<file path="config.mk">
export PLATFORM = sky130hd
export DESIGN_NAME = rxin_uart_rx
export DESIGN_NICKNAME = d
export VERILOG_FILES = /design/src/rtl/toi2s_pkg.sv /design/src/rtl/rxin_sync.sv /design/src/rtl/rxin_uart_rx.sv
export SDC_FILE = /design/constraint.sdc
export NUM_CORES = 1
export LEC_CHECK = 0
export CAP_MARGIN = 20
export CORE_UTILIZATION = 55
export CTS_CLUSTER_DIAMETER = 30
export DETAILED_ROUTE_END_ITERATION = 6
export PLACE_DENSITY = 0.93
export SLEW_MARGIN = 40
export SYNTH_ARGS = -nofsm -noshare
export SYNTH_HDL_FRONTEND = slang
export SYNTH_HIERARCHICAL = 1
export SYNTH_SLANG_ARGS = --single-unit
</file>
<file path="constraint.sdc">
create_clock -name clk -period 3.22 [get_ports clk]
set_input_delay 0.644 -clock clk [delete_from_list [all_inputs] [get_ports clk]]
set_output_delay 0.644 -clock clk [all_outputs]
set_load 0.03 [all_outputs]
</file>
<file path="src/rtl/toi2s_pkg.sv">
// Shared types and constants for the toi2s rxin serial receiver.
// Optional build macro: RXIN_PARITY_EN (adds the even-parity bit and PARITY state).
package toi2s_pkg;

  localparam int RX_DATA_W = 8;

  // Receiver FSM states; PARITY only exists when the parity bit is framed.
  typedef enum logic [2:0] {
    RX_IDLE      = 3'd0,
    RX_START     = 3'd1,
    RX_DATA      = 3'd2,
`ifdef RXIN_PARITY_EN
    RX_PARITY    = 3'd5,
`endif
    RX_STOP      = 3'd3,
    RX_WAIT_HIGH = 3'd4
  } rx_state_t;

  // Saturating increment for the 8-bit rejected-frame counter.
  function automatic logic [7:0] sat_inc8(input logic [7:0] value);
    if (value == 8'hFF) begin
      return 8'hFF;
    end else begin
      return value + 8'd1;
    end
  endfunction

`ifdef RXIN_PARITY_EN
  // Even parity: data bits XOR parity bit must be zero for a good frame.
  function automatic logic even_parity_ok(input logic [RX_DATA_W-1:0] data,
                                          input logic                 par);
    return ~((^data) ^ par);
  endfunction
`endif

endpackage

</file>
<file path="src/rtl/rxin_sync.sv">
// Two-flop synchronizer for the asynchronous rxin pin plus a falling-edge
// detector built from a third delay flop. All flops reset to the idle level.
module rxin_sync (
  input  logic clk,
  input  logic reset,
  input  logic rxin,
  output logic rxs,
  output logic fall
);

  logic meta_q;
  logic rxs_q;
  logic rxs_dly_q;

  // Resynchronise rxin and keep one extra delayed copy for edge detection.
  always_ff @(posedge clk) begin
    if (reset) begin
      meta_q    <= 1'b1;
      rxs_q     <= 1'b1;
      rxs_dly_q <= 1'b1;
    end else begin
      meta_q    <= rxin;
      rxs_q     <= meta_q;
      rxs_dly_q <= rxs_q;
    end
  end

  assign rxs  = rxs_q;
  assign fall = rxs_dly_q & ~rxs_q;

endmodule

</file>
<file path="src/rtl/rxin_uart_rx.sv">
// Serial byte receiver for the rxin pin, feeding the PWM duty_cycle input.
// Default frame is 8N1 (LSB first, idle high) at CLKS_PER_BIT clocks per bit.
// Build macro RXIN_PARITY_EN switches to 8E1 and adds the parity_err strobe.
// All outputs come straight from flops; nothing is combinational from rxin.
module rxin_uart_rx
  import toi2s_pkg::*;
#(
  parameter int CLKS_PER_BIT = 16
) (
  input  logic                 clk,
  input  logic                 reset,
  input  logic                 rxin,
  output logic [RX_DATA_W-1:0] data_out,
  output logic                 data_valid,
  output logic [RX_DATA_W-1:0] duty_cycle,
  output logic                 frame_err,
`ifdef RXIN_PARITY_EN
  output logic                 parity_err,
`endif
  output logic [7:0]           err_cnt,
  output logic                 busy
);

  localparam int CNT_W = $clog2(CLKS_PER_BIT);
  // Half-bit load centres the start-bit sample; full-bit load steps bit to bit.
  localparam logic [CNT_W-1:0] CNT_HALF = CNT_W'(CLKS_PER_BIT / 2 - 1);
  localparam logic [CNT_W-1:0] CNT_FULL = CNT_W'(CLKS_PER_BIT - 1);
  localparam logic [CNT_W-1:0] CNT_ONE  = CNT_W'(1);

  logic rxs_s;
  logic fall_s;

  rx_state_t            state_q;
  logic [CNT_W-1:0]     cnt_q;
  logic [2:0]           bit_idx_q;
  logic [RX_DATA_W-1:0] shreg_q;
  logic [RX_DATA_W-1:0] data_out_q;
  logic [RX_DATA_W-1:0] duty_cycle_q;
  logic                 data_valid_q;
  logic                 frame_err_q;
  logic [7:0]           err_cnt_q;
  logic                 busy_q;
`ifdef RXIN_PARITY_EN
  logic                 par_bit_q;
  logic                 parity_err_q;
`endif

  logic [RX_DATA_W-1:0] shreg_d;
  logic [7:0]           err_cnt_d;
  logic                 stop_good_s;
  logic                 cnt_zero_s;

  rxin_sync u_sync (
    .clk   (clk),
    .reset (reset),
    .rxin  (rxin),
    .rxs   (rxs_s),
    .fall  (fall_s)
  );

  // Next shift value, saturated error count and good-frame decision at the stop sample.
  always_comb begin
    shreg_d     = {rxs_s, shreg_q[RX_DATA_W-1:1]};
    err_cnt_d   = sat_inc8(err_cnt_q);
    cnt_zero_s  = (cnt_q == '0);
`ifdef RXIN_PARITY_EN
    stop_good_s = rxs_s & even_parity_ok(shreg_q, par_bit_q);
`else
    stop_good_s = rxs_s;
`endif
  end

  // Receiver FSM with bit timing, byte assembly and all registered outputs.
  always_ff @(posedge clk) begin
    if (reset) begin
      state_q      <= RX_IDLE;
      cnt_q        <= '0;
      bit_idx_q    <= 3'd0;
      shreg_q      <= '0;
      data_out_q   <= '0;
      duty_cycle_q <= '0;
      data_valid_q <= 1'b0;
      frame_err_q  <= 1'b0;
      err_cnt_q    <= 8'h00;
      busy_q       <= 1'b0;
`ifdef RXIN_PARITY_EN
      par_bit_q    <= 1'b0;
      parity_err_q <= 1'b0;
`endif
    end else begin
      // Strobes are single-cycle unless re-asserted below.
      data_valid_q <= 1'b0;
      frame_err_q  <= 1'b0;
`ifdef RXIN_PARITY_EN
      parity_err_q <= 1'b0;
`endif
      case (state_q)
        RX_IDLE: begin
          // Only a true high-to-low edge starts a frame; a held low is ignored.
          if (fall_s) begin
            state_q <= RX_START;
            cnt_q   <= CNT_HALF;
            busy_q  <= 1'b1;
          end else begin
            busy_q  <= 1'b0;
          end
        end

        RX_START: begin
          if (cnt_zero_s) begin
            if (!rxs_s) begin
              state_q   <= RX_DATA;
              cnt_q     <= CNT_FULL;
              bit_idx_q <= 3'd0;
            end else begin
              // Line went high again before mid-bit: a glitch, not a start bit.
              state_q <= RX_IDLE;
              busy_q  <= 1'b0;
            end
          end else begin
            cnt_q <= cnt_q - CNT_ONE;
          end
        end

        RX_DATA: begin
          if (cnt_zero_s) begin
            shreg_q <= shreg_d;
            cnt_q   <= CNT_FULL;
            if (bit_idx_q == 3'd7) begin
`ifdef RXIN_PARITY_EN
              state_q <= RX_PARITY;
`else
              state_q <= RX_STOP;
`endif
            end else begin
              bit_idx_q <= bit_idx_q + 3'd1;
            end
          end else begin
            cnt_q <= cnt_q - CNT_ONE;
          end
        end

`ifdef RXIN_PARITY_EN
        RX_PARITY: begin
          if (cnt_zero_s) begin
            par_bit_q <= rxs_s;
            cnt_q     <= CNT_FULL;
            state_q   <= RX_STOP;
          end else begin
            cnt_q <= cnt_q - CNT_ONE;
          end
        end
`endif

        RX_STOP: begin
          if (cnt_zero_s) begin
            if (stop_good_s) begin
              data_valid_q <= 1'b1;
              data_out_q   <= shreg_q;
              duty_cycle_q <= shreg_q;
              state_q      <= RX_IDLE;
              busy_q       <= 1'b0;
            end else begin
              frame_err_q <= 1'b1;
              err_cnt_q   <= err_cnt_d;
`ifdef RXIN_PARITY_EN
              parity_err_q <= ~even_parity_ok(shreg_q, par_bit_q);
`endif
              // A low stop bit means the line may be in break; wait for idle.
              if (rxs_s) begin
                state_q <= RX_IDLE;
                busy_q  <= 1'b0;
              end else begin
                state_q <= RX_WAIT_HIGH;
              end
            end
          end else begin
            cnt_q <= cnt_q - CNT_ONE;
          end
        end

        RX_WAIT_HIGH: begin
          if (rxs_s) begin
            state_q <= RX_IDLE;
            busy_q  <= 1'b0;
          end else begin
            state_q <= RX_WAIT_HIGH;
          end
        end

        default: begin
          state_q <= RX_IDLE;
          busy_q  <= 1'b0;
        end
      endcase
    end
  end

  assign data_out   = data_out_q;
  assign data_valid = data_valid_q;
  assign duty_cycle = duty_cycle_q;
  assign frame_err  = frame_err_q;
  assign err_cnt    = err_cnt_q;
  assign busy       = busy_q;
`ifdef RXIN_PARITY_EN
  assign parity_err = parity_err_q;
`endif

endmodule

</file>
==> flow_summary_export.csv, run 1 <==
group,metric,value,unit
worst_setup_path,slowest_delay,740,ps
worst_setup_path,path_cells,"clkdlybuf4s50_1",
die,die-area,3610,um^2
die,core-area,3130,um^2
cells_and_area,fin_nets,232,
pwr,finalPower,0.00114,W
timing,hold_violations,0,
logic_synthesis,ys.warnings.count,6,
logic_synthesis,synth.most_common_cell,"dfxtp_1",
global_route,grt_pass1_vias,1404,
status,outcome,"complete, no violations",
worst_setup_path,crit_fanout,8,
clock_network,hold_buffers,0,
global_route,grtUsageTotal,0.232,
logic_synthesis,ys_ff_latch,40,
logic_synthesis,ys.flop_type,"dfxtp_1",
detailed_routing,wl,3690,um
logic_synthesis,synth_nets,212,
worst_setup_path,worstPathArrival,1590,ps
global_route,grt_max_degree,29,
placement,io_buffer_count,29,
clock_network,postCtsSetupBuffers,0,
timing,setup_viol,0,
cells_and_area,stdcell_count,270,
placement,dp_hpwl,2520,um
logic_synthesis,yosys-top-cells-area,"dfxtp_1 43%, nor2_1 4.5%, mux2i_1 4.3%",
clock_network,cts_max_path_buffers,2,
detailed_routing,via_per_inst,5.63,
clock_network,clk_latency,360,ps
clock_network,clk_pin_slew,120,ps
hold_path,hold_depth,1,
logic_synthesis,syn-cell-area,1850,um^2
worst_setup_path,crit_path_end_kind,"primary output",
timing,post-route-min-period,2240,ps
cells_and_area,drive_above_1_share,0.0929,
pwr,switching_share,0.311,
pwr,p_int,0.000785,W
pwr,comb_power_share,0.204,
logic_synthesis,ys_top_cells_by_count,"40 x dfxtp_1, 22 x nor2_1, 15 x a21oi_1, 15 x nand2_1, 10 x nand3_1",
worst_setup_path,critPathRequiredTime,2580,ps
placement,dp.cells,262,
cells_and_area,final_area,2150,um^2
logic_synthesis,seq_area_frac_synth,0.432,
worst_setup_path,critPathBufInv,1,
clock_network,cts_tree,"built",
worst_setup_path,r2r_cells,6,
pwr,p_per_area,529,nW/um^2
worst_setup_path,worstSetupPathType,"register to primary output",
timing,timing.fmax,447,MHz
die,fp.dieW,60.0,um
global_route,grt_pass1_wl,6200,um
timing,finalCritPeriodShare,0.694,
timing,tightest_slew,678,ps
pwr,ir_worst_vdd,0.303,mV
placement,gp_congestion,0.777,
cells_and_area,syn_to_final_growth,16.3,%
global_route,grt_overflow,0,
hold_path,hold_path.class,"register to register",
logic_synthesis,synth_top_cell_by_area,"dfxtp_1",
logic_synthesis,synth_top_area_share,0.432,
worst_setup_path,cp-start-kind,"register",
cells_and_area,antenna_cells,0,
die,ios,30,
timing,final-max-slew-violation-count,0,
placement,place_area,2070,um^2
detailed_routing,wl_per_cell,13.7,um
logic_synthesis,yosys.cell_types.count,44,
worst_setup_path,crit_family,"buffers and inverters",
pwr,pwr-share-clk,0.301,
logic_synthesis,synthArstFlopShare,0,
detailed_routing,drcViolationCount,0,
timing,rsz0062_at_grt,"false",
logic_synthesis,syn_inst,205,
worst_setup_path,cp_num_cells,1,
pwr,switchingPower,0.000354,W
pwr,p_leak,0.742,nW
global_route,antenna_found_initial,0,
logic_synthesis,synth_edf_count,0,
detailed_routing,final_antenna_net_count,0,
pwr,pwr-share-seq,0.496,
detailed_routing,drt_pass1_iterations,4,
worst_setup_path,critical-path-slowest-cell,"clkdlybuf4s50_1",
detailed_routing,dr.first_iter.drc_count,65,
detailed_routing,via_count,1520,
run,cap_violations,0,
cells_and_area,fin_util,0.689,
die,initial_core_util,0.592,
timing,slew_headroom,0.546,
timing,fin_worst_skew,9.03,ps
die,die_height,60.0,um
clock_network,post_cts_resize_count,0,
clock_network,htree_levels,2,
die,rows,20,
clock_network,clock-root-buffer,"clkbuf_4",
clock_network,cts-buffers-inserted,5,
logic_synthesis,avgSynthCellArea,9.04,um^2
timing,setup_tns,0,ps
clock_network,clock_sinks,40,
-- power by group through the flow --
stage	combinational (W)	clock [W]	sequential (W)
3_3_place_gp	0.000224	0	0.000573
5_1_grt	0.000257	0.000365	0.000570
3_5_place_dp	0.000232	0	0.000574
4_1_cts	0.000233	0.000351	0.000563
6_report	0.000232	0.000343	0.000564
2_1_floorplan	0.000219	0	0.000551
-- through the flow --
step                      hold WS, ps  setup slack (ps)
final                             422               984
after CTS                         426              1000
after global routing              440               937
after detailed placement          397              1150
after global placement            389               974
after floorplan                   385              1330
-- final timing paths --
| kind | startpoint | endpoint | slack, ps |
|---|---|---|---|
| max | err_cnt[4]$_SDFFE_PP0P_ | err_cnt[4] | 980 |
| min | u_sync/meta_q$_SDFF_PP1_ | u_sync/rxs$_SDFF_PP1_ | 420 |
| max reg2reg | cnt_q[0]$_SDFFE_PP0P_ | shreg_q[6]$_SDFFE_PP0P_ | 1140 |
| min reg2reg | u_sync/meta_q$_SDFF_PP1_ | u_sync/rxs$_SDFF_PP1_ | 420 |
-- flip-flops by register name, summed over array words and instances, names as in the netlist --
register,cells
duty_cycle,8
err_cnt,8
shreg_q,8
cnt_q,4
bit_idx_q,3
state_q,3
busy,1
data_valid,1
frame_err,1
u_sync/meta_q,1
u_sync/rxs,1
u_sync/rxs_dly_q,1
-- area by class of cell --
class	count	area, um^2
clock buffer	5	37.5
clock inverter	3	46.3
fill	249	973
inverter	5	18.8
multi-input combinational	142	896
sequential	40	801
tap	44	55.1
timing repair buffer	31	300
-- per-layer routing --
metal  track usage  vias up  wire, um
met5             0        -         0
met4         0.120        0        59
met3        0.0649        5       139
met2         0.348       28      1800
met1         0.304      723      1690
li1              -      764         -
-- logic make-up (layout without fill, tap and decap cells) --
| logic type | count (synthesis) | after routing | synth area share |
|---|---|---|---|
| and+or+nand+nor | 87 | 87 | 0.255 |
| adders and majority gates | 5 | 5 | 0.0324 |
| buffers and inverters | 23 | 44 | 0.0844 |
| muxes | 8 | 8 | 0.0432 |
| xor gates and xnor gates | 2 | 2 | 0.00945 |
| DFF | 40 | 40 | 0.432 |
| AOI/OAI and AO/OA | 40 | 40 | 0.144 |
-- layout by cell type (no fill, tap or decap), types with 2 or more instances in the layout --
| master | n |
|---|---|
| mux2i_1 | 8 |
| nor2_1 | 22 |
| clkdlybuf4s50_1 | 28 |
| a31oi_1 | 3 |
| buf_4 | 2 |
| a21oi_1 | 15 |
| xnor2_1 | 2 |
| nor2b_1 | 5 |
| a221oi_1 | 2 |
| inv_1 | 5 |
| nand3_1 | 10 |
| or2_1 | 3 |
| clkbuf_4 | 5 |
| a311oi_1 | 5 |
| nand2_1 | 15 |
| dfxtp_1 | 40 |
| nor3_1 | 8 |
| and3_1 | 3 |
| ha_1 | 4 |
| a21o_1 | 3 |
| a211oi_1 | 8 |
| or2_2 | 4 |
| nor3b_1 | 2 |
| or3b_2 | 3 |
(Power assumes the default switching activity.)
==> run 2, diff against run 1 <==
--- a/config.mk
+++ b/config.mk
@@ -6,10 +6,10 @@
 export NUM_CORES = 1
 export LEC_CHECK = 0
 export CAP_MARGIN = 20
-export CORE_UTILIZATION = 55
+export CORE_UTILIZATION = 52
 export CTS_CLUSTER_DIAMETER = 30
 export DETAILED_ROUTE_END_ITERATION = 6
-export PLACE_DENSITY = 0.93
+export PLACE_DENSITY = 0.89
 export SLEW_MARGIN = 40
 export SYNTH_ARGS = -nofsm -noshare
 export SYNTH_HDL_FRONTEND = slang
==> constraint.sdc (replaced) <==
create_clock -name clk -period 2.23 [get_ports clk]
set_input_delay 0.446 -clock clk [delete_from_list [all_inputs] [get_ports clk]]
set_output_delay 0.446 -clock clk [all_outputs]
set_load 0.03 [all_outputs]
==> run 2 against run 1 <==
Clock skew increased by 2.5 ps. Critical path depth unchanged. Sequential cell count unchanged. Clock power up 3%. Largest cell class unchanged. Non-clock buffer count is 6 higher. Register-to-register slack worse by 900 ps. First-iteration DRC count is 32% lower.
==> flow_summary_export.csv, run 2 (synthesis results as in run 1) <==
group,metric,value,unit
status,outcome,"complete, no violations",
placement,io_buffer_count,29,
clock_network,hold_buffers,0,
die,rows,21,
pwr,pwr-share-clk,0.232,
cells_and_area,fin_util,0.646,
clock_network,clock_sinks,40,
clock_network,cts_max_path_buffers,2,
global_route,grt_pass1_wl,5710,um
die,die_height,61.7,um
detailed_routing,via_count,1559,
cells_and_area,antenna_cells,0,
timing,setup_tns,0,ps
cells_and_area,final_cell_mix,"40 x dfxtp_1, 29 x clkdlybuf4s50_1, 22 x nor2_1",
timing,final-max-slew-violation-count,0,
cells_and_area,fin_nets,238,
worst_setup_path,critPathBufInv,1,
worst_setup_path,crit_path_end_kind,"primary output",
worst_setup_path,critPathRequiredTime,1780,ps
die,fp.dieW,61.7,um
worst_setup_path,worstPathArrival,1560,ps
worst_setup_path,crit_family,"buffers and inverters",
pwr,p_per_area,705,nW/um^2
die,die-area,3810,um^2
placement,dp_hpwl,2650,um
detailed_routing,dr.first_iter.drc_count,44,
worst_setup_path,critical-path-slowest-cell,"clkdlybuf4s50_1",
detailed_routing,wl,3740,um
global_route,grt_pass1_vias,1311,
pwr,comb_power_share,0.243,
cells_and_area,drive_above_1_share,0.108,
clock_network,clk_latency,360,ps
worst_setup_path,worstSetupPathType,"register to primary output",
detailed_routing,via_per_inst,5.63,
cells_and_area,final_area,2170,um^2
timing,tightest_slew,516,ps
hold_path,hold_path.class,"register to register",
timing,finalCritPeriodShare,0.899,
timing,setup_viol,0,
clock_network,htree_levels,2,
pwr,p_int,0.00103,W
clock_network,clk_pin_slew,110,ps
global_route,antenna_found_initial,0,
pwr,ir_worst_vdd,0.488,mV
worst_setup_path,slowest_delay,720,ps
clock_network,cts-buffers-inserted,5,
die,initial_core_util,0.551,
pwr,switchingPower,0.000497,W
global_route,grt_overflow,0,
global_route,grtUsageTotal,0.210,
timing,hold_violations,0,
placement,gp_congestion,0.773,
clock_network,cts_tree,"built",
timing,post-route-min-period,2010,ps
pwr,switching_share,0.325,
timing,whs,427,ps
run,cap_violations,0,
detailed_routing,drt_pass1_iterations,4,
global_route,grt_max_degree,16,
timing,timing.fmax,499,MHz
detailed_routing,drcViolationCount,0,
cells_and_area,multi_input_comb_area,896,um^2
cells_and_area,layout.area.seq,801,um^2
worst_setup_path,path_cells,"clkdlybuf4s50_1",
detailed_routing,wl_per_cell,13.5,um
cells_and_area,n_fill_cell,293,
die,ios,30,
pwr,p_leak,0.758,nW
cells_and_area,syn_to_final_growth,17.3,%
timing,rsz0062_at_grt,"false",
detailed_routing,final_antenna_net_count,0,
worst_setup_path,cp-start-kind,"register",
timing,slew_headroom,0.654,
clock_network,clock-root-buffer,"clkbuf_4",
die,core-area,3360,um^2
timing,fin_worst_skew,11.5,ps
cells_and_area,final_common_cell,"dfxtp_1",
clock_network,post_cts_resize_count,0,
worst_setup_path,r2r_cells,6,
hold_path,hold_depth,1,
pwr,pwr-share-seq,0.526,
clock_network,postCtsSetupBuffers,0,
worst_setup_path,cp_num_cells,1,
placement,place_area,2120,um^2
worst_setup_path,crit_fanout,8,
==> run 2: cell types whose count changed in the layout (fill, tap and decap cells not counted), sizes merged <==
cell           previous run  this run
clkdlybuf4s50            28        29
clkinv                    0         1
bufinv                    1         0
buf                       3         8
inv                       6         5
==> run 2: power by group through the flow <==
stage	logic, W	registers, W	clock network [W]
after global placement	0.000359	0.000818	0
after detailed placement	0.000371	0.000820	0
after CTS	0.000373	0.000804	0.000365
after global routing	0.000411	0.000813	0.000395
after floorplan	0.000316	0.000795	0
final	0.000372	0.000805	0.000355
==> run 2: area by class of cell <==
type	count	share of cell area
repair buffers	37	0.161
inverters	5	0.00864
flip-flops and latches	40	0.368
clock inverters	2	0.00576
multi-input cells	142	0.412
well taps	46	0.0265
clock buffers	5	0.0173
==> run 2: stage by stage <==
stage	std cells	worst slack [ps]	power (W)
2_1_floorplan	205	336	0.00111
3_3_place_gp	270	297	0.00118
3_5_place_dp	270	259	0.00119
4_1_cts	277	223	0.00154
5_1_grt	277	92.3	0.00162
6_report	277	224	0.00153
==> run 2: layer usage <==
metal | global-route usage | share of wire | up-vias | routed length, um
met5 | 0 | 0 | - | 0
met4 | 0.105 | 0.020 | 0 | 75
met3 | 0.0621 | 0.048 | 5 | 179
met2 | 0.326 | 0.48 | 44 | 1800
met1 | 0.267 | 0.45 | 734 | 1690
li1 | - | - | 776 | -
==> run 2: final timing paths <==
check / slack (ps) / startpoint / endpoint
min: 430 / u_sync/meta_q$_SDFF_PP1_ / u_sync/rxs$_SDFF_PP1_
min reg2reg: 430 / u_sync/meta_q$_SDFF_PP1_ / u_sync/rxs$_SDFF_PP1_
max reg2reg: 240 / bit_idx_q[0]$_SDFFE_PP0P_ / bit_idx_q[0]$_SDFFE_PP0P_
max: 220 / err_cnt[4]$_SDFFE_PP0P_ / err_cnt[4]
